===== src/rtl/cpu_sequencer_if.sv =====
// Shared memory port between the sequencer (master) and the memory (slave).
//   mem_req      : request, held until mem_ack
//   mem_we       : write strobe, qualified by mem_req
//   mem_addr_sel : address source, 0 = PC, 1 = ALU result
//   mem_ack      : single-cycle completion pulse from memory
interface cpu_sequencer_if;
   logic mem_req;
   logic mem_we;
   logic mem_addr_sel;
   logic mem_ack;

   modport master (output mem_req, output mem_we, output mem_addr_sel, input mem_ack);
   modport slave  (input mem_req, input mem_we, input mem_addr_sel, output mem_ack);
endinterface


===== src/rtl/cpu_sequencer.sv =====
// Multi-cycle control FSM for the 16-bit core: fetch, decode, execute,
// memory and writeback over a single shared req/ack memory port.
// Ports:
//   clk, rst        : clock, asynchronous active-high reset
//   start, stop     : leave IDLE / return to IDLE at next instruction boundary
//   ir_op           : instruction class (00 mem, 01 ALU, 10 jump, 11 reserved)
//   dec_mem_write   : store flag from decoder
//   dec_cmp_ctrl    : comparator control from decoder
//   branch_taken    : comparator result, valid in EXEC
//   mem             : memory handshake interface (master side)
//   ir_write, pc_inc, pc_load, reg_write_en : datapath strobes (combinational)
//   busy, fault, state                      : status / debug
//   perf_cycles, perf_instrs                : performance counters
// Optional feature: define SEQ_PERF_CNT_EN to build the performance counters;
// otherwise both counter ports are tied to zero.
module cpu_sequencer #(
   parameter int unsigned MEM_TIMEOUT = 15,
   parameter int unsigned TO_W        = 4
) (
   input  logic                  clk,
   input  logic                  rst,
   input  logic                  start,
   input  logic                  stop,
   input  logic [1:0]            ir_op,
   input  logic                  dec_mem_write,
   input  logic [2:0]            dec_cmp_ctrl,
   input  logic                  branch_taken,
   cpu_sequencer_if.master       mem,
   output logic                  ir_write,
   output logic                  pc_inc,
   output logic                  pc_load,
   output logic                  reg_write_en,
   output logic                  busy,
   output logic                  fault,
   output logic [2:0]            state,
   output logic [31:0]           perf_cycles,
   output logic [31:0]           perf_instrs
);

   typedef enum logic [2:0] {
      S_IDLE   = 3'd0,
      S_FETCH  = 3'd1,
      S_DECODE = 3'd2,
      S_EXEC   = 3'd3,
      S_MEM    = 3'd4,
      S_WB     = 3'd5,
      S_FAULT  = 3'd7
   } state_t;

   // Last counter value before the limit: the wait cycle that sees it is the final one.
   localparam int unsigned TO_LAST_I = (MEM_TIMEOUT == 0) ? 0 : MEM_TIMEOUT - 1;
   localparam logic [TO_W-1:0] TO_LAST = TO_W'(TO_LAST_I);
   localparam bit TO_EN = (MEM_TIMEOUT != 0);

   state_t          state_q, state_d;
   logic [TO_W-1:0] to_cnt_q, to_cnt_d;
   logic            boundary_c;
   logic            to_expired_c;
   logic            mem_req_c, mem_we_c, mem_addr_sel_c;

   assign to_expired_c = TO_EN && (to_cnt_q == TO_LAST);

   // State and timeout counter registers
   always_ff @(posedge clk or posedge rst) begin
      if (rst) begin
         state_q  <= S_IDLE;
         to_cnt_q <= '0;
      end else begin
         state_q  <= state_d;
         to_cnt_q <= to_cnt_d;
      end
   end

   // Next-state and strobe decode
   always_comb begin
      state_d        = state_q;
      boundary_c     = 1'b0;
      mem_req_c      = 1'b0;
      mem_we_c       = 1'b0;
      mem_addr_sel_c = 1'b0;
      ir_write       = 1'b0;
      pc_inc         = 1'b0;
      pc_load        = 1'b0;
      reg_write_en   = 1'b0;

      case (state_q)
         S_IDLE: begin
            if (start && !stop) state_d = S_FETCH;
         end
         S_FETCH: begin
            mem_req_c = 1'b1;
            if (mem.mem_ack) begin
               ir_write = 1'b1;
               pc_inc   = 1'b1;
               state_d  = S_DECODE;
            end else if (to_expired_c) begin
               state_d = S_FAULT;
            end
         end
         S_DECODE: state_d = S_EXEC;
         S_EXEC: begin
            case (ir_op)
               2'b00: state_d = S_MEM;
               2'b01: state_d = S_WB;
               2'b10: begin
                  // 110 is an unconditional jump, 111 a NOP, others conditional
                  if (dec_cmp_ctrl == 3'b110)      pc_load = 1'b1;
                  else if (dec_cmp_ctrl != 3'b111) pc_load = branch_taken;
                  boundary_c = 1'b1;
               end
               default: boundary_c = 1'b1;
            endcase
         end
         S_MEM: begin
            mem_req_c      = 1'b1;
            mem_addr_sel_c = 1'b1;
            mem_we_c       = dec_mem_write;
            if (mem.mem_ack) begin
               if (dec_mem_write) boundary_c = 1'b1;
               else               state_d    = S_WB;
            end else if (to_expired_c) begin
               state_d = S_FAULT;
            end
         end
         S_WB: begin
            reg_write_en = 1'b1;
            boundary_c   = 1'b1;
         end
         S_FAULT: state_d = S_FAULT;
         default: state_d = S_FAULT;
      endcase

      // Instruction boundary: stop diverts the return to FETCH into IDLE
      if (boundary_c) state_d = stop ? S_IDLE : S_FETCH;
   end

   // Timeout counter: cleared on every state change, counts unacknowledged wait cycles
   always_comb begin
      to_cnt_d = to_cnt_q;
      if (state_d != state_q)
         to_cnt_d = '0;
      else if ((state_q == S_FETCH || state_q == S_MEM) && !mem.mem_ack)
         to_cnt_d = to_cnt_q + TO_W'(1);
   end

   assign mem.mem_req      = mem_req_c;
   assign mem.mem_we       = mem_we_c;
   assign mem.mem_addr_sel = mem_addr_sel_c;

   assign busy  = (state_q != S_IDLE) && (state_q != S_FAULT);
   assign fault = (state_q == S_FAULT);
   assign state = state_q;

`ifdef SEQ_PERF_CNT_EN
   logic [31:0] perf_cycles_q, perf_instrs_q;

   // Busy-cycle and retired-instruction counters, free-running with wrap
   always_ff @(posedge clk or posedge rst) begin
      if (rst) begin
         perf_cycles_q <= '0;
         perf_instrs_q <= '0;
      end else begin
         if (busy)       perf_cycles_q <= perf_cycles_q + 32'd1;
         if (boundary_c) perf_instrs_q <= perf_instrs_q + 32'd1;
      end
   end

   assign perf_cycles = perf_cycles_q;
   assign perf_instrs = perf_instrs_q;
`else
   assign perf_cycles = '0;
   assign perf_instrs = '0;
`endif

endmodule

===== src/flat_wrapper.sv =====
// flat-port wrapper written by rule: the top's interface ports become plain ports
module cpu_sequencer_flat 
#(
   parameter int unsigned MEM_TIMEOUT = 15,
   parameter int unsigned TO_W        = 4
)
  (clk, rst, start, stop, ir_op, dec_mem_write, dec_cmp_ctrl, branch_taken, ir_write, pc_inc, pc_load, reg_write_en, busy, fault, state, perf_cycles, perf_instrs, mem_mem_req, mem_mem_we, mem_mem_addr_sel, mem_mem_ack);
  cpu_sequencer_if mem_i ();
  input  logic clk;
  input  logic rst;
  input  logic start;
  input  logic stop;
  input  logic [1:0] ir_op;
  input  logic dec_mem_write;
  input  logic [2:0] dec_cmp_ctrl;
  input  logic branch_taken;
  output logic ir_write;
  output logic pc_inc;
  output logic pc_load;
  output logic reg_write_en;
  output logic busy;
  output logic fault;
  output logic [2:0] state;
  output logic [31:0] perf_cycles;
  output logic [31:0] perf_instrs;
  output wire logic [$bits(mem_i.mem_req)-1:0] mem_mem_req;
  output wire logic [$bits(mem_i.mem_we)-1:0] mem_mem_we;
  output wire logic [$bits(mem_i.mem_addr_sel)-1:0] mem_mem_addr_sel;
  input wire logic [$bits(mem_i.mem_ack)-1:0] mem_mem_ack;
  assign mem_mem_req = mem_i.mem_req;
  assign mem_mem_we = mem_i.mem_we;
  assign mem_mem_addr_sel = mem_i.mem_addr_sel;
  assign mem_i.mem_ack = mem_mem_ack;
  cpu_sequencer #(.MEM_TIMEOUT(MEM_TIMEOUT), .TO_W(TO_W)) u_core (.clk(clk), .rst(rst), .start(start), .stop(stop), .ir_op(ir_op), .dec_mem_write(dec_mem_write), .dec_cmp_ctrl(dec_cmp_ctrl), .branch_taken(branch_taken), .mem(mem_i), .ir_write(ir_write), .pc_inc(pc_inc), .pc_load(pc_load), .reg_write_en(reg_write_en), .busy(busy), .fault(fault), .state(state), .perf_cycles(perf_cycles), .perf_instrs(perf_instrs));
endmodule

===== config.mk =====
export PLATFORM = sky130hd
export DESIGN_NAME = cpu_sequencer_flat
export DESIGN_NICKNAME = d
export VERILOG_FILES = /design/src/rtl/cpu_sequencer_if.sv /design/src/rtl/cpu_sequencer.sv /design/src/flat_wrapper.sv
export SDC_FILE = /design/constraint.sdc
export NUM_CORES = 1
export LEC_CHECK = 0
export ABC_AREA = 0
export ABC_CLOCK_PERIOD_IN_PS = 1910
export BUFFER_PORTS_ARGS = -buffer_cell sky130_fd_sc_hd__buf_2
export CAP_MARGIN = 30
export CORE_ASPECT_RATIO = 1.4
export CORE_UTILIZATION = 39
export CTS_BUF_LIST = sky130_fd_sc_hd__clkbuf_8 sky130_fd_sc_hd__clkbuf_16
export DETAILED_ROUTE_END_ITERATION = 10
export MAX_ROUTING_LAYER = met4
export PLACE_DENSITY = 0.8
export SLEW_MARGIN = 20
export SYNTH_ARGS = -nofsm -noshare
export SYNTH_HDL_FRONTEND = slang
export SYNTH_SLANG_ARGS = --single-unit

===== constraint.sdc =====
create_clock -name clk -period 1.91 [get_ports clk]
set_input_delay 0.382 -clock clk [delete_from_list [all_inputs] [get_ports clk]]
set_output_delay 0.382 -clock clk [all_outputs]
set_load 0.02 [all_outputs]

==> metrics.cfg <==
[pwr]
p_per_area_nw_per_um2=1260
leakagePower_nw=0.597
netSwitchingPower_mw=0.709
ir_worst_vdd_uv=410
seqPwrFrac_pct=17.3
sw_frac_of_total_pct=52.8
clkPwrFrac_pct=14.6
p_int_mw=0.635
combPwrFrac_pct=68.1

[timing]
fin_setup_tns_ns=0
setup_viol=0
slew_viol_final=0
fin_crit_ns=1.78
hold_viol=0
clock_skew_ns=0.00102
setup_ws_ns=0.131
fin_crit_sh_pct=93.1
rsz0062_at_grt=no
max_freq_mhz=562

[clock_network]
ctsResizeCount=0
cts.htree.levels=1
cts_root_buf=clkbuf_8
clock-sinks=7
clkLatencyLatePin_ns=0.22
cts_tree=done
cts_buffers=3
cts_setup_buffers=0
ctsLongestPathBuffers=2
clk_pin_slew_worst_paths_ns=0.04
hold_buffers=0

[global_routing]
grt_max_degree=13
antenna_found_initial=0
grt_pass1_vias=603
grt_first_pass_wirelength_mm=2.35
track_usage_pct=10.9
overflow=0

[floorplanning]
die-area_um2=3010
die_w_um=46.6
rows=22
die_y_um=64.5
ios=88
start_util_pct=41.1
coreArea_um2=2640

[drt]
vias=828
wl_mm=1.69
dr.pass1.iters=4
drt-vias-per-instance=4.10
drt-initial-drc-count=16
wl_per_cell_um=8.36
ant_nets=0
drc=0

[final_layout]
drive_gt1_share_pct=23.5
antenna_cells=0
layout_common_cells=conb_1, buf_2, nor2_1
layout.nets=181
fill_cells=304
area_growth_pct=-1.96
instances_no_fill=202
final_common_cell=conb_1

[setup_path]
critPathRequiredTime_ns=1.53
ff2ff_setup_slack_ns=0.18
cp_max_fo=8
r2r_end=u_core.to_cnt_q[3]
rr_startpoint=u_core.to_cnt_q[0]
rr_worst_depth=6
worstSetupEndpointType=output port
cp.arrival_ns=1.40
criticalPathCategory=reg -> out
cp-start-kind=register

[yosys]
ys_types=31
seq_area_frac_synth_pct=16.1
synth_area_um2=1090
yosys_warnings=0
ys_seq_elements=7
syn_avg_cell_area_um2=7.71
synthCells=141

[status]
status=finished, final reports clean

[placement]
dp_cells=198
port_buffers=23
pre_cts_ws_ns=0.196
place_congestion=0.850
dp_hpwl_mm=1.43

[job]
cap_violations=0

[worst_hold_path]
min_path_type=in -> async

-- critical path, cell delays in order (launching register included) --
cell	delay, ns
dfrtp_1	0.45
buf_4	0.20
nor3b_2	0.22
and2_1	0.14
buf_2	0.15
-- cells by family after synthesis --
family                     Yosys count  synth area share, %
and+or+nand+nor                     33                 16.8
adders and majority gates            2                 2.30
AOI/OAI and AO/OA                   18                 10.8
other                                1                0.345
xor gates and xnor gates             4                 3.22
buffers and inverters               74                 48.6
muxes                                2                 1.84
DFF                                  7                 16.1
-- worst max path at each step --
stage	startpoint	to	slack, ns	depth (start not counted)
after floorplan	u_core.state[1]	pc_load	0.08	3
after detailed placement	u_core.to_cnt_q[0]	u_core.to_cnt_q[3]	0.20	6
after global placement	u_core.to_cnt_q[0]	u_core.to_cnt_q[1]	0.25	6
after CTS	u_core.state[1]	mem_mem_we	0.11	4
after global routing	u_core.state[1]	pc_load	0.02	4
final	u_core.state[1]	mem_mem_we	0.13	4
-- cell type report --
cell class | instances | area (um2) | area share [%]
Inverter | 5 | 18.8 | 1.76
Timing Repair Buffer | 27 | 145 | 13.6
Tap cell | 36 | 45.0 | 4.23
Multi-Input combinational cell | 123 | 637 | 59.7
Sequential cell | 7 | 175 | 16.4
Clock buffer | 3 | 41.3 | 3.87
Clock inverter | 1 | 3.75 | 0.352
-- stage by stage --
step | utilization [%] | power (mW) | hold slack (ns) | cell area [um2]
finish | 40.3 | 1.34 | 0.0861 | 1070
global route | 40.3 | 1.45 | 0.115 | 1070
CTS | 40.3 | 1.35 | 0.0918 | 1070
detailed placement | 38.6 | 1.15 | 0.331 | 1020
global placement | 38.6 | 1.14 | 0.324 | 1020
floorplan | - | 1.02 | 0.185 | 1340
-- synth_stat cells --
| library cell | number | area (um2) |
|---|---|---|
| nor2_1 | 8 | 30.0 |
| clkbuf_1 | 1 | 3.75 |
| inv_1 | 4 | 15.0 |
| a31o_2 | 2 | 17.5 |
| a21oi_1 | 7 | 35.0 |
| and3_1 | 1 | 6.26 |
| and2_1 | 1 | 6.26 |
| nor4_2 | 1 | 12.5 |
| nand3b_1 | 1 | 7.51 |
| buf_4 | 66 | 495 |
| nor3_1 | 6 | 30.0 |
| nand2_1 | 4 | 15.0 |
| nor3b_1 | 2 | 15.0 |
| nand2b_1 | 4 | 25.0 |
| a21boi_0 | 1 | 7.51 |
| mux2i_1 | 2 | 20.0 |
| xor2_1 | 2 | 17.5 |
| a31oi_1 | 1 | 6.26 |
| a2bb2oi_2 | 1 | 15.0 |
| ha_1 | 2 | 25.0 |
| inv_2 | 1 | 3.75 |
| o311ai_0 | 1 | 8.76 |
| dfrtp_1 | 7 | 175 |
| xnor2_1 | 2 | 17.5 |
| nand4_1 | 3 | 18.8 |
| buf_2 | 2 | 10.0 |
| o21ai_0 | 3 | 15.0 |
| nor3_2 | 1 | 10.0 |
| o22ai_1 | 2 | 12.5 |
| conb_1 | 1 | 3.75 |
| nor4_1 | 1 | 6.26 |
-- power groups by stage --
stage	logic, mW	registers, mW	clock network, mW
finish	0.915	0.232	0.197
global route	0.996	0.239	0.215
CTS	0.914	0.233	0.205
detailed placement	0.911	0.235	0
global placement	0.905	0.232	0
floorplan	0.748	0.275	0
-- layer usage --
layer,wire (um),up-vias,track usage (%)
li1,-,385,-
met1,586,383,9.71
met2,945,58,20.5
met3,140,2,2.79
met4,15,0,4.29
met5,0,-,-
-- flip-flops by register name (all words and copies together), names as in the netlist --
name	flops
u_core.to_cnt_q	4
u_core.state	3
Power figures use the tool's default switching activity.
